**config.mk**
```make
export PLATFORM = sky130hd
export DESIGN_NAME = pipeline_mode_ctrl
export DESIGN_NICKNAME = d
export VERILOG_FILES = /design/src/rtl/pipeline_mode_ctrl.sv
export SDC_FILE = /design/constraint.sdc
export NUM_CORES = 1
export LEC_CHECK = 0
export ABC_CLOCK_PERIOD_IN_PS = 2050
export CELL_PAD_IN_SITES_DETAIL_PLACEMENT = 1
export CELL_PAD_IN_SITES_GLOBAL_PLACEMENT = 1
export CORE_UTILIZATION = 37
export DETAILED_ROUTE_END_ITERATION = 8
export PLACE_DENSITY_LB_ADDON = 0.1
export SKIP_LAST_GASP = 1
export SLEW_MARGIN = 20
export SYNTH_ARGS = -nofsm -noshare
export SYNTH_HDL_FRONTEND = slang
export SYNTH_SLANG_ARGS = --single-unit
```
**constraint.sdc**
```tcl
create_clock -name clk -period 2.05 [get_ports clk]
set_clock_uncertainty 0.2 [all_clocks]
set_input_delay 0.615 -clock clk [delete_from_list [all_inputs] [get_ports clk]]
set_output_delay 0.615 -clock clk [all_outputs]
set_load 0.005 [all_outputs]
```
**src/rtl/pipeline_mode_ctrl.sv**
```systemverilog
// Pipeline mode controller: derives global stall/flush controls from memory readiness,
// redirects, writeback collisions and instruction-load requests.
module pipeline_mode_ctrl #(
    parameter int FLUSH_CYCLES    = 3,
    parameter int MEMWAIT_TIMEOUT = 1024,
    parameter int STALL_CNT_W     = 16,
    parameter bit BOOT_LOAD       = 1'b1
) (
    input  logic                   clk,
    input  logic                   rst,
    input  logic                   branch_jump,
    input  logic                   ram_ready,
    input  logic                   reg_write_collision,
    input  logic                   load_req,
    input  logic                   load_done,
    output logic                   master_hold,
    output logic                   flush_hold,
    output logic                   load_active,
    output logic                   timeout_err,
    output logic [1:0]             mode,
    output logic [STALL_CNT_W-1:0] stall_cycles
);

    localparam int FLUSH_W = (FLUSH_CYCLES > 1) ? $clog2(FLUSH_CYCLES) : 1;
    localparam int WAIT_W  = $clog2(MEMWAIT_TIMEOUT + 1);

    localparam logic [FLUSH_W-1:0]     FLUSH_INIT = FLUSH_W'(FLUSH_CYCLES - 1);
    localparam logic [FLUSH_W-1:0]     FLUSH_ZERO = {FLUSH_W{1'b0}};
    localparam logic [WAIT_W-1:0]      WAIT_MAX   = WAIT_W'(MEMWAIT_TIMEOUT);
    localparam logic [WAIT_W-1:0]      WAIT_ZERO  = {WAIT_W{1'b0}};
    localparam logic [STALL_CNT_W-1:0] STALL_MAX  = {STALL_CNT_W{1'b1}};

    typedef enum logic [1:0] {
        MODE_RUN     = 2'b00,
        MODE_FLUSH   = 2'b01,
        MODE_MEMWAIT = 2'b10,
        MODE_LOAD    = 2'b11
    } modeT;

    localparam modeT RESET_MODE = BOOT_LOAD ? MODE_LOAD : MODE_RUN;

    modeT                   modeR, modeNextS;
    logic [FLUSH_W-1:0]     flushCtrR, flushCtrNextS;
    logic [WAIT_W-1:0]      waitCtrR, waitCtrNextS, waitIncS;
    logic                   pendingFlushR, pendingFlushNextS;
    logic                   timeoutErrR, timeoutErrNextS;
    logic [STALL_CNT_W-1:0] stallCntR;
    logic                   holdS;

    // Hold reacts in the same cycle to memory and writeback conflicts.
    assign holdS = ~ram_ready | reg_write_collision
                 | (modeR == MODE_MEMWAIT) | (modeR == MODE_LOAD);

    assign waitIncS = (waitCtrR == WAIT_MAX) ? WAIT_MAX : waitCtrR + WAIT_W'(1);

    assign master_hold  = holdS;
    assign flush_hold   = (modeR == MODE_FLUSH);
    assign load_active  = (modeR == MODE_LOAD);
    assign timeout_err  = timeoutErrR;
    assign mode         = modeR;
    assign stall_cycles = stallCntR;

    // Next-state and counter update logic.
    always_comb begin
        modeNextS         = modeR;
        flushCtrNextS     = flushCtrR;
        waitCtrNextS      = waitCtrR;
        pendingFlushNextS = pendingFlushR;
        timeoutErrNextS   = timeoutErrR;
        case (modeR)
            MODE_RUN: begin
                if (load_req) begin
                    modeNextS = MODE_LOAD;
                end else if (!ram_ready) begin
                    // A redirect that arrives behind a memory wait is replayed afterwards.
                    modeNextS         = MODE_MEMWAIT;
                    pendingFlushNextS = branch_jump;
                    waitCtrNextS      = WAIT_ZERO;
                end else if (branch_jump) begin
                    modeNextS     = MODE_FLUSH;
                    flushCtrNextS = FLUSH_INIT;
                end else begin
                    modeNextS = MODE_RUN;
                end
            end
            MODE_FLUSH: begin
                if (ram_ready) begin
                    if (flushCtrR == FLUSH_ZERO) begin
                        modeNextS = load_req ? MODE_LOAD : MODE_RUN;
                    end else begin
                        flushCtrNextS = flushCtrR - FLUSH_W'(1);
                    end
                end else begin
                    flushCtrNextS = flushCtrR;
                end
            end
            MODE_MEMWAIT: begin
                if (ram_ready) begin
                    if (pendingFlushR || branch_jump) begin
                        modeNextS     = MODE_FLUSH;
                        flushCtrNextS = FLUSH_INIT;
                    end else begin
                        modeNextS = MODE_RUN;
                    end
                    pendingFlushNextS = 1'b0;
                    waitCtrNextS      = WAIT_ZERO;
                end else begin
                    waitCtrNextS      = waitIncS;
                    pendingFlushNextS = pendingFlushR | branch_jump;
                    if (waitIncS == WAIT_MAX) begin
                        timeoutErrNextS = 1'b1;
                    end else begin
                        timeoutErrNextS = timeoutErrR;
                    end
                end
            end
            MODE_LOAD: begin
                if (load_done) begin
                    modeNextS     = MODE_FLUSH;
                    flushCtrNextS = FLUSH_INIT;
                end else begin
                    modeNextS = MODE_LOAD;
                end
            end
            default: begin
                modeNextS = MODE_RUN;
            end
        endcase
    end

    // State and counter registers.
    always_ff @(posedge clk or posedge rst) begin
        if (rst) begin
            modeR         <= RESET_MODE;
            flushCtrR     <= FLUSH_ZERO;
            waitCtrR      <= WAIT_ZERO;
            pendingFlushR <= 1'b0;
            timeoutErrR   <= 1'b0;
        end else begin
            modeR         <= modeNextS;
            flushCtrR     <= flushCtrNextS;
            waitCtrR      <= waitCtrNextS;
            pendingFlushR <= pendingFlushNextS;
            timeoutErrR   <= timeoutErrNextS;
        end
    end

    // Saturating count of held cycles.
    always_ff @(posedge clk or posedge rst) begin
        if (rst) begin
            stallCntR <= {STALL_CNT_W{1'b0}};
        end else if (holdS && (stallCntR != STALL_MAX)) begin
            stallCntR <= stallCntR + STALL_CNT_W'(1);
        end else begin
            stallCntR <= stallCntR;
        end
    end

endmodule

```
==> results of run 1 <==
## power breakdown
part	total (mW)	internal, mW	switching [mW]	leakage, nW
combinational	1.10	0.601	0.500	0.798
sequential	0.910	0.798	0.112	0.427
clock	0.518	0.273	0.245	0.0445
total	2.53	1.67	0.857	1.27
## stage by stage
stage                     setup TNS (ps)  setup slack [ps]  area (um^2)  hold WS [ps]  total power, mW
after floorplan                        0              16.2         1930           257             1.36
after global placement             -9830              -610         2390           276             1.74
after detailed placement          -11060              -628         2390           274             1.79
after CTS                           -212              -187         2570           290             2.40
after global routing                -130             -61.2         2740           320             2.69
final                              -17.0             -17.0         2740           288             2.53
## metal layers
metal,GRT usage (%),routed length (um)
met3,3.25,141
met2,39.1,2970
met4,8.33,74
met1,25.3,2340
met5,0,0
## worst register-to-register path: cells and delay by family (launching register included)
| family | cells | cell delay (ps) |
|---|---|---|
| compound gates | 2 | 140 |
| simple gates | 2 | 600 |
| buf+inv | 3 | 400 |
| flops | 1 | 560 |
## layout make-up
| type | count | area (um^2) |
|---|---|---|
| clock buffer | 7 | 86.3 |
| clock inverter | 1 | 7.51 |
| fill | 576 | 2140 |
| inverter | 8 | 30.0 |
| multi-input combinational | 156 | 1070 |
| sequential | 33 | 828 |
| tap | 67 | 83.8 |
| timing repair buffer | 73 | 631 |
## sequential cells by signal, indices dropped and copies added (netlist names)
signal         count
stall_cycles      16
waitCtrR          11
flushCtrR          2
mode               2
pendingFlushR      1
timeout_err        1
## worst paths after layout
path | end | slack, ps | depth (start not counted)
worst max-delay path | master_hold | -20 | 4
worst min-delay path | timeout_err$_DFFE_PP0P_ | 290 | 1
worst max register to register | waitCtrR[4]$_DFFE_PP0P_ | 70 | 7
worst min register to register | timeout_err$_DFFE_PP0P_ | 290 | 1
max in group asynchronous | mode[0]$_DFFE_PP1P_ | 930 | 3
min in group asynchronous | stall_cycles[7]$_DFFE_PP0P_ | 470 | 3
## cells by family (layout without fill, tap and decap cells)
| group | after synthesis | after routing | share of synthesized area [%] |
|---|---|---|---|
| adder cells (fa/ha/maj) | 4 | 4 | 2.60 |
| AND/OR/NAND/NOR | 80 | 80 | 21.8 |
| XOR/XNOR | 17 | 17 | 7.73 |
| multiplexers | 3 | 3 | 1.69 |
| buffers and inverters | 20 | 89 | 5.39 |
| AO/OA/AOI/OAI | 51 | 52 | 17.8 |
| flip-flops | 33 | 33 | 43.0 |
## repair_timing
item                                    CTS  global route
endpoints found under the setup margin   32            28
pin swaps                                 3             7
setup buffers                            10            13
hold endpoints to repair                  0             0
gates resized for setup                  23            22
cloned                                    0             1
## placed cells by master, fill, tap and decap left out, types with 3 or more instances in the layout
master           Yosys  layout
nor2_1              15      15
nand4_1              4       4
xnor2_1              9       9
nand2_1             25      24
dlygate4sd2_1        0       7
a31oi_1              4       4
o31ai_1              3       3
a21oi_1              6       6
o21ai_0             19      16
buf_4                0      39
buf_6                3       5
inv_1                8       7
nor3_1               4       3
dfrtp_1             31      31
xor2_1               8       8
clkbuf_8             0       6
ha_1                 4       3
clkdlybuf4s50_1      0      16
o21ai_1              3       5
nand3_1              7       6
nand2b_1             4       4
and3_1               6       5
==> flow_summary.json, run 1 <==
{
  "finalNonFillerCells": 345,
  "crit_family": "buffers and inverters",
  "synthArstFlopShare_pct": 100,
  "avgRoutedWirePerCell_um": 16.0,
  "synth_seq_area_share_pct": 43.0,
  "syn_area_um2": 1930,
  "portBuffers": 28,
  "worstSetupEndpointType": "primary output",
  "netlist_instances": 208,
  "worstHoldStart": "timeout_err$_DFFE_PP0P_",
  "core_area_um2": 4880,
  "drive_gt1_share_pct": 30.2,
  "start_kind": "primary input",
  "p_leak_nw": 1.27,
  "regToRegStartpoint": "mode[1]$_DFFE_PP1P_",
  "insertion_delay_ps": 290,
  "hold_viol": 0,
  "cts_buffers": 5,
  "initial_core_util_pct": 39.5,
  "synth_top_cell_by_area": "dfrtp_1",
  "grt_overflow_total": 0,
  "antenna_found_initial": 0,
  "tightest_slew_ps": 557,
  "cts_buffer_depth": 2,
  "power_density_nw_per_um2": 924,
  "final_nets": 288,
  "drt_iter0_markers": 77,
  "outcome": "complete, but fails checks",
  "synth.top_cells.by_count": "31 x dfrtp_1, 25 x nand2_1, 19 x o21ai_0",
  "path_cells": "dlygate4sd2_1 > nor3b_4 > inv_2 > clkbuf_2",
  "fin_crit_sh_pct": 101,
  "crit_buf_inv": 3,
  "dieWidth_um": 74.1,
  "num_vias": 1815,
  "crit_slowest_cell": "dlygate4sd2_1",
  "final_util_pct": 56.1,
  "cts.clk_slew.worst_paths_ps": 70,
  "ant_nets": 0,
  "gp_congestion": 0.854,
  "place_inst": 313,
  "diodes": 0,
  "rsz0062_at_grt": "true",
  "slowest_delay_ps": 260,
  "finalMaxSlewViolations": 0,
  "synth_nets": 219,
  "cp.required_ps": 1230,
  "cap_violations": 0,
  "synth.most_common_cell": "dfrtp_1",
  "synth_cell_types": 47,
  "ys_ff_latch": 33,
  "critical_path_class": "in -> out",
  "avgSynthCellArea_um2": 9.26,
  "rows": 25,
  "cts.sinks": 33,
  "grt_pass1_wl_um": 8900,
  "drt-total-wl_um": 5540,
  "die_h_um": 74.1,
  "io_pins": 29,
  "synthDominantCellAreaShare_pct": 40.3,
  "relSlewSlack_pct": 62.6,
  "dp_hpwl_um": 3710,
  "ys.flop_type": "dfrtp_1",
  "arrival_ps": 1250,
  "violations": "negative setup slack",
  "synthTopCellsByArea": "dfrtp_1 40%, o21ai_0 4.9%, nand2_1 4.9%, xnor2_1 4.1%, xor2_1 3.6%",
  "ir_drop_v": 0.000600,
  "grt_pass1_vias": 1875,
  "worst_slack_ps": -17.0,
  "area_delta_synth_final_pct": 42.2,
  "startpoint": "reg_write_collision",
  "synth_warnings": 0,
  "cts-root-buf": "clkbuf_8",
  "dr.pass1.iters": 4,
  "synth_edf_count": 0,
  "holdCritPathClass": "reg -> reg",
  "max_freq_ghz": 0.484,
  "die_area_um2": 5500,
  "hold_buffers": 0,
  "htree_levels": 2,
  "vias_per_cell": 5.26,
  "crit_fanout": 2,
  "min_period_ps": 2070,
  "grtUsageTotal_pct": 21.5,
  "grt_max_degree": 34,
  "route.detailed.drc": 0,
  "setup_violations": 1,
  "cts_tree": "built"
}
No activity file was read; power rests on OpenSTA's default activity.
==> run 2, diff against run 1 <==
--- a/config.mk
+++ b/config.mk
@@ -8,8 +8,10 @@
 export ABC_CLOCK_PERIOD_IN_PS = 2050
 export CELL_PAD_IN_SITES_DETAIL_PLACEMENT = 1
 export CELL_PAD_IN_SITES_GLOBAL_PLACEMENT = 1
-export CORE_UTILIZATION = 37
+export CORE_UTILIZATION = 40
+export CTS_BUF_LIST = sky130_fd_sc_hd__clkbuf_8
 export DETAILED_ROUTE_END_ITERATION = 8
+export DONT_BUFFER_PORTS = 1
 export PLACE_DENSITY_LB_ADDON = 0.1
 export SKIP_LAST_GASP = 1
 export SLEW_MARGIN = 20
==> run 2 against run 1 <==
Against the previous run:
- the flow finishes with violations (design-rule violations)
- sequential power grew 4.4%
- routed wire length is 14% lower
- global-route usage is 0.54 points lower
- non-clock buffer count decreased by 53
- critical path depth down 2
- final area down 20%
- cell count fell by 20%
- register-to-register slack about the same
- largest cell class unchanged
==> flow_summary.json, run 2 (same netlist as run 1, synthesis figures left out) <==
{
  "htree_levels": 2,
  "dieWidth_um": 71.4,
  "hold_viol": 0,
  "p_leak_nw": 0.979,
  "drt_iter0_markers": 105,
  "cts_buffers": 5,
  "power_density_nw_per_um2": 1010,
  "rows": 24,
  "grt_max_degree": 34,
  "gp_congestion": 0.834,
  "route.detailed.drc": 1,
  "final_nets": 234,
  "outcome": "complete, but fails checks",
  "ant_nets": 0,
  "final_common_cell": "dfrtp_1",
  "finalMaxSlewViolations": 0,
  "initial_core_util_pct": 42.8,
  "violations": "design-rule violations",
  "fin_crit_sh_pct": 97.7,
  "final_cell_mix": "31 x dfrtp_1, 25 x nand2_1, 19 x o21ai_0",
  "setup_violations": 0,
  "ir_drop_v": 0.000535,
  "regToRegSetupSlack_ps": 60,
  "diodes": 0,
  "grtUsageTotal_pct": 20.9,
  "min_period_ps": 2000,
  "largest_reg_flops": 16,
  "final_util_pct": 48.8,
  "worst-r2r-cell-count": 6,
  "core_area_um2": 4500,
  "cp.required_ps": 1230,
  "cts.clk_slew.worst_paths_ps": 80,
  "critical_path_class": "reg -> out",
  "fill_cells": 525,
  "avgRoutedWirePerCell_um": 17.2,
  "start_kind": "register",
  "grt_overflow_total": 0,
  "cts-root-buf": "clkbuf_8",
  "worst_slack_ps": 47.5,
  "max_freq_ghz": 0.499,
  "insertion_delay_ps": 290,
  "crit_cells": 2,
  "die_area_um2": 5100,
  "crit_family": "flip-flops",
  "slowest_delay_ps": 380,
  "drive_gt1_share_pct": 20.5,
  "cts.sinks": 33,
  "pre_cts_slack_ps": -16.6,
  "arrival_ps": 1190,
  "regToRegStartpoint": "waitCtrR[3]$_DFFE_PP0P_",
  "dp_hpwl_um": 3450,
  "die_h_um": 71.4,
  "num_vias": 1598,
  "path_cells": "nor3b_2 > inv_1",
  "vias_per_cell": 5.79,
  "crit_buf_inv": 1,
  "grt_pass1_wl_um": 8390,
  "crit_slowest_cell": "dfstp_2",
  "cap_violations": 0,
  "drt-total-wl_um": 4740,
  "grt_pass1_vias": 1669,
  "io_pins": 29,
  "cts_buffer_depth": 2,
  "antenna_found_initial": 0,
  "relSlewSlack_pct": 39.4,
  "cts_tree": "built",
  "holdCritPathClass": "in -> async",
  "dr.pass1.iters": 6,
  "portBuffers": 0,
  "area_delta_synth_final_pct": 14.2,
  "worstSetupEndpointType": "primary output",
  "tightest_slew_ps": 907,
  "crit_fanout": 5,
  "regToRegEndpoint": "waitCtrR[6]$_DFFE_PP0P_",
  "rsz0062_at_grt": "true"
}
run 2: cell types whose count changed in the layout (fill, tap and decap cells not counted), sizes merged:
cell           previous run  this run
buf                      47        20
clkdlybuf4s50            16         0
dlygate4sd2               7         0
clkbuf                    8         6
dlymetal6s2s              2         0
a31o                      2         1
bufinv                    0         1
clkinvlp                  1         0
inv                       8         9
run 2: how the worst max path moves through the flow:
stage,from,endpoint
after detailed placement,waitCtrR[8]$_DFFE_PP0P_,waitCtrR[5]$_DFFE_PP0P_
after global routing,mode[1]$_DFFE_PP1P_,master_hold
after global placement,ram_ready,stall_cycles[15]$_DFFE_PP0P_
after CTS,mode[0]$_DFFE_PP1P_,flush_hold
final,mode[1]$_DFFE_PP1P_,master_hold
after floorplan,ram_ready,waitCtrR[9]$_DFFE_PP0P_
run 2: routing by layer:
layer / share of wire, % / up-vias / track usage (%)
met2: 50 / 25 / 34.1
met5: 0 / - / 0
met1: 46 / 807 / 27.9
li1: - / 762 / -
met4: 1.1 / 0 / 6.00
met3: 3.2 / 4 / 4.92
run 2: worst reg2reg max path, delay by kind of cell (launching register included):
kind	cells	cell delay [ps]
AND/OR/NAND/NOR	1	530
buffers and inverters	1	150
AO/OA/AOI/OAI	4	600
flip-flops	1	390
run 2: through the flow:
step	area (um^2)	hold WS, ps	setup TNS (ps)	std cells	power [mW]
2_1_floorplan	1930	257	0	208	1.36
4_1_cts	2150	126	-28.1	271	2.21
6_report	2200	106	0	276	2.22
3_5_place_dp	2030	302	-23.7	263	1.56
3_3_place_gp	2030	283	0	263	1.52
5_1_grt	2200	150	-76.3	276	2.39
run 2: where the power goes:
| group | leakage (nW) | switching [mW] | internal, mW |
|---|---|---|---|
| logic | 0.489 | 0.344 | 0.290 |
| clock network | 0.0626 | 0.242 | 0.392 |
| registers | 0.427 | 0.152 | 0.798 |
run 2: area by class of cell:
class / instances / area [um^2] / share of cell area [%]
clock buffers: 6 / 82.6 / 3.75
clock inverters: 2 / 33.8 / 1.54
inverters: 8 / 30.0 / 1.37
multi-input cells: 155 / 1000 / 45.6
flip-flops and latches: 33 / 828 / 37.7
well taps: 52 / 65.1 / 2.96
repair buffers: 20 / 158 / 7.17
run 2: timing repair:
item / in CTS / in global routing
gates resized for setup: 2 / 4
setup endpoints to repair: 3 / 8
hold buffers: 0 / 0
setup buffers: 0 / 5
==> run 3, diff against run 2 <==
--- a/config.mk
+++ b/config.mk
@@ -8,10 +8,11 @@
 export ABC_CLOCK_PERIOD_IN_PS = 2050
 export CELL_PAD_IN_SITES_DETAIL_PLACEMENT = 1
 export CELL_PAD_IN_SITES_GLOBAL_PLACEMENT = 1
-export CORE_UTILIZATION = 40
+export CORE_UTILIZATION = 35
 export CTS_BUF_LIST = sky130_fd_sc_hd__clkbuf_8
 export DETAILED_ROUTE_END_ITERATION = 8
 export DONT_BUFFER_PORTS = 1
+export HOLD_SLACK_MARGIN = 0.02
 export PLACE_DENSITY_LB_ADDON = 0.1
 export SKIP_LAST_GASP = 1
 export SLEW_MARGIN = 20
==> run 3 against run 2 <==
Against the previous run:
- the run now ends clean
- core utilization fell by 6.8 points
- combinational power hardly changed
- count of clock-buffer cells in the layout shrank 1
- worst setup slack got worse by 19 ps
- critical path type unchanged
- largest power group unchanged
- highest routed layer unchanged
==> flow_summary.json, run 3 (same netlist as run 1, synthesis figures left out) <==
{
  "start_kind": "register",
  "grt_pass1_wl_um": 7970,
  "p_leak_nw": 0.957,
  "arrival_ps": 1210,
  "holdCritPathClass": "in -> async",
  "finalMaxSlewViolations": 0,
  "pre_cts_slack_ps": -0.892,
  "setup_violations": 0,
  "hold_viol": 0,
  "slowest_delay_ps": 390,
  "initial_core_util_pct": 37.0,
  "hold-worst-slack_ps": 114,
  "fill_cells": 631,
  "grt_max_degree": 34,
  "diodes": 0,
  "ir_drop_v": 0.000453,
  "min_period_ps": 2020,
  "cp.required_ps": 1230,
  "gp_congestion": 0.787,
  "grt_overflow_total": 0,
  "final_common_cell": "dfrtp_1",
  "worst_slack_ps": 28.4,
  "htree_levels": 2,
  "rsz0062_at_grt": "true",
  "rows": 26,
  "vias_per_cell": 5.31,
  "insertion_delay_ps": 280,
  "crit_fanout": 4,
  "avgRoutedWirePerCell_um": 15.6,
  "drive_gt1_share_pct": 20.6,
  "fin_crit_sh_pct": 98.6,
  "dieWidth_um": 76.2,
  "critical_path_class": "reg -> out",
  "crit_family": "flip-flops",
  "largest_reg_flops": 16,
  "core_area_um2": 5200,
  "hold_buffers": 0,
  "power_density_nw_per_um2": 936,
  "worstSetupEndpointType": "primary output",
  "cts-root-buf": "clkbuf_8",
  "drt_iter0_markers": 33,
  "final_nets": 233,
  "outcome": "complete, no violations",
  "num_vias": 1556,
  "final_util_pct": 42.0,
  "portBuffers": 0,
  "antenna_found_initial": 0,
  "drt-total-wl_um": 4580,
  "cts_buffers": 5,
  "max_freq_ghz": 0.495,
  "cts_tree": "built",
  "path_cells": "nor3b_2 > inv_1",
  "final_cell_mix": "31 x dfrtp_1, 25 x nand2_1, 19 x o21ai_0",
  "grtUsageTotal_pct": 17.1,
  "crit_buf_inv": 1,
  "dr.pass1.iters": 4,
  "route.detailed.drc": 0,
  "io_pins": 29,
  "ant_nets": 0,
  "crit_slowest_cell": "dfstp_2",
  "grt_pass1_vias": 1656,
  "die_h_um": 76.2,
  "finalSetupTns_ps": 0,
  "cap_violations": 0,
  "cts.sinks": 33,
  "cts_buffer_depth": 2,
  "area_delta_synth_final_pct": 13.6,
  "die_area_um2": 5800,
  "dp_hpwl_um": 3430,
  "tightest_slew_ps": 865,
  "relSlewSlack_pct": 42.2,
  "cts.clk_slew.worst_paths_ps": 70
}
## run 3: cell count changes in the layout (fill, tap and decap cells not counted), sizes merged
| cell | delta |
|---|---|
| buf | -1 |
| bufinv | -1 |
| clkbuf | -1 |
| clkinvlp | +1 |
| inv | +1 |
## run 3: final cells by class
| cell class | count | area (um^2) | share of cell area [%] |
|---|---|---|---|
| timing repair buffer | 19 | 140 | 6.40 |
| inverter | 8 | 30.0 | 1.37 |
| clock buffer | 5 | 68.8 | 3.14 |
| clock inverter | 3 | 15.0 | 0.686 |
| multi-input combinational | 155 | 1020 | 46.5 |
| sequential | 33 | 828 | 37.9 |
| tap | 70 | 87.6 | 4.00 |
## run 3: metrics by stage
stage,power (mW),cells,cell area (um^2)
finish,2.05,293,2190
global placement,1.54,284,2070
global route,2.21,293,2190
CTS,2.07,292,2160
floorplan,1.36,208,1930
detailed placement,1.58,284,2070
## run 3: worst paths after layout
path	cells after the start	endpoint	startpoint	slack, ps
setup / recovery	2	master_hold	mode[1]$_DFFE_PP1P_	30
hold / removal	2	stall_cycles[1]$_DFFE_PP0P_	rst	110
setup reg to reg	4	waitCtrR[10]$_DFFE_PP0P_	mode[1]$_DFFE_PP1P_	150
hold reg to reg	1	flushCtrR[1]$_DFFE_PP0P_	flushCtrR[1]$_DFFE_PP0P_	310
max in group asynchronous	2	mode[0]$_DFFE_PP1P_	rst	1200
min in group clk	1	mode[1]$_DFFE_PP1P_	load_done	230
## run 3: timing repair
item                       in CTS  in global routing
gates resized for setup         2                  5
setup endpoints to repair       2                  8
buffers inserted                0                  1
## run 3: routing by layer
metal  wire length [um]  part of all wire [%]  track usage (%)  vias up
met5                  0                     0                0        -
met2               2370                    52             29.1       24
met3                175                   3.8             4.07        5
met4                 68                   1.5             6.92        0
met1               1960                    43             20.9      773
li1                   -                     -                -      754
## run 3: power breakdown
part / total [mW] / switching [mW] / leakage, nW / internal [mW]
clock network: 0.468 / 0.237 / 0.0467 / 0.230
logic: 0.633 / 0.342 / 0.483 / 0.292
registers: 0.946 / 0.148 / 0.427 / 0.798
total: 2.05 / 0.727 / 0.957 / 1.32
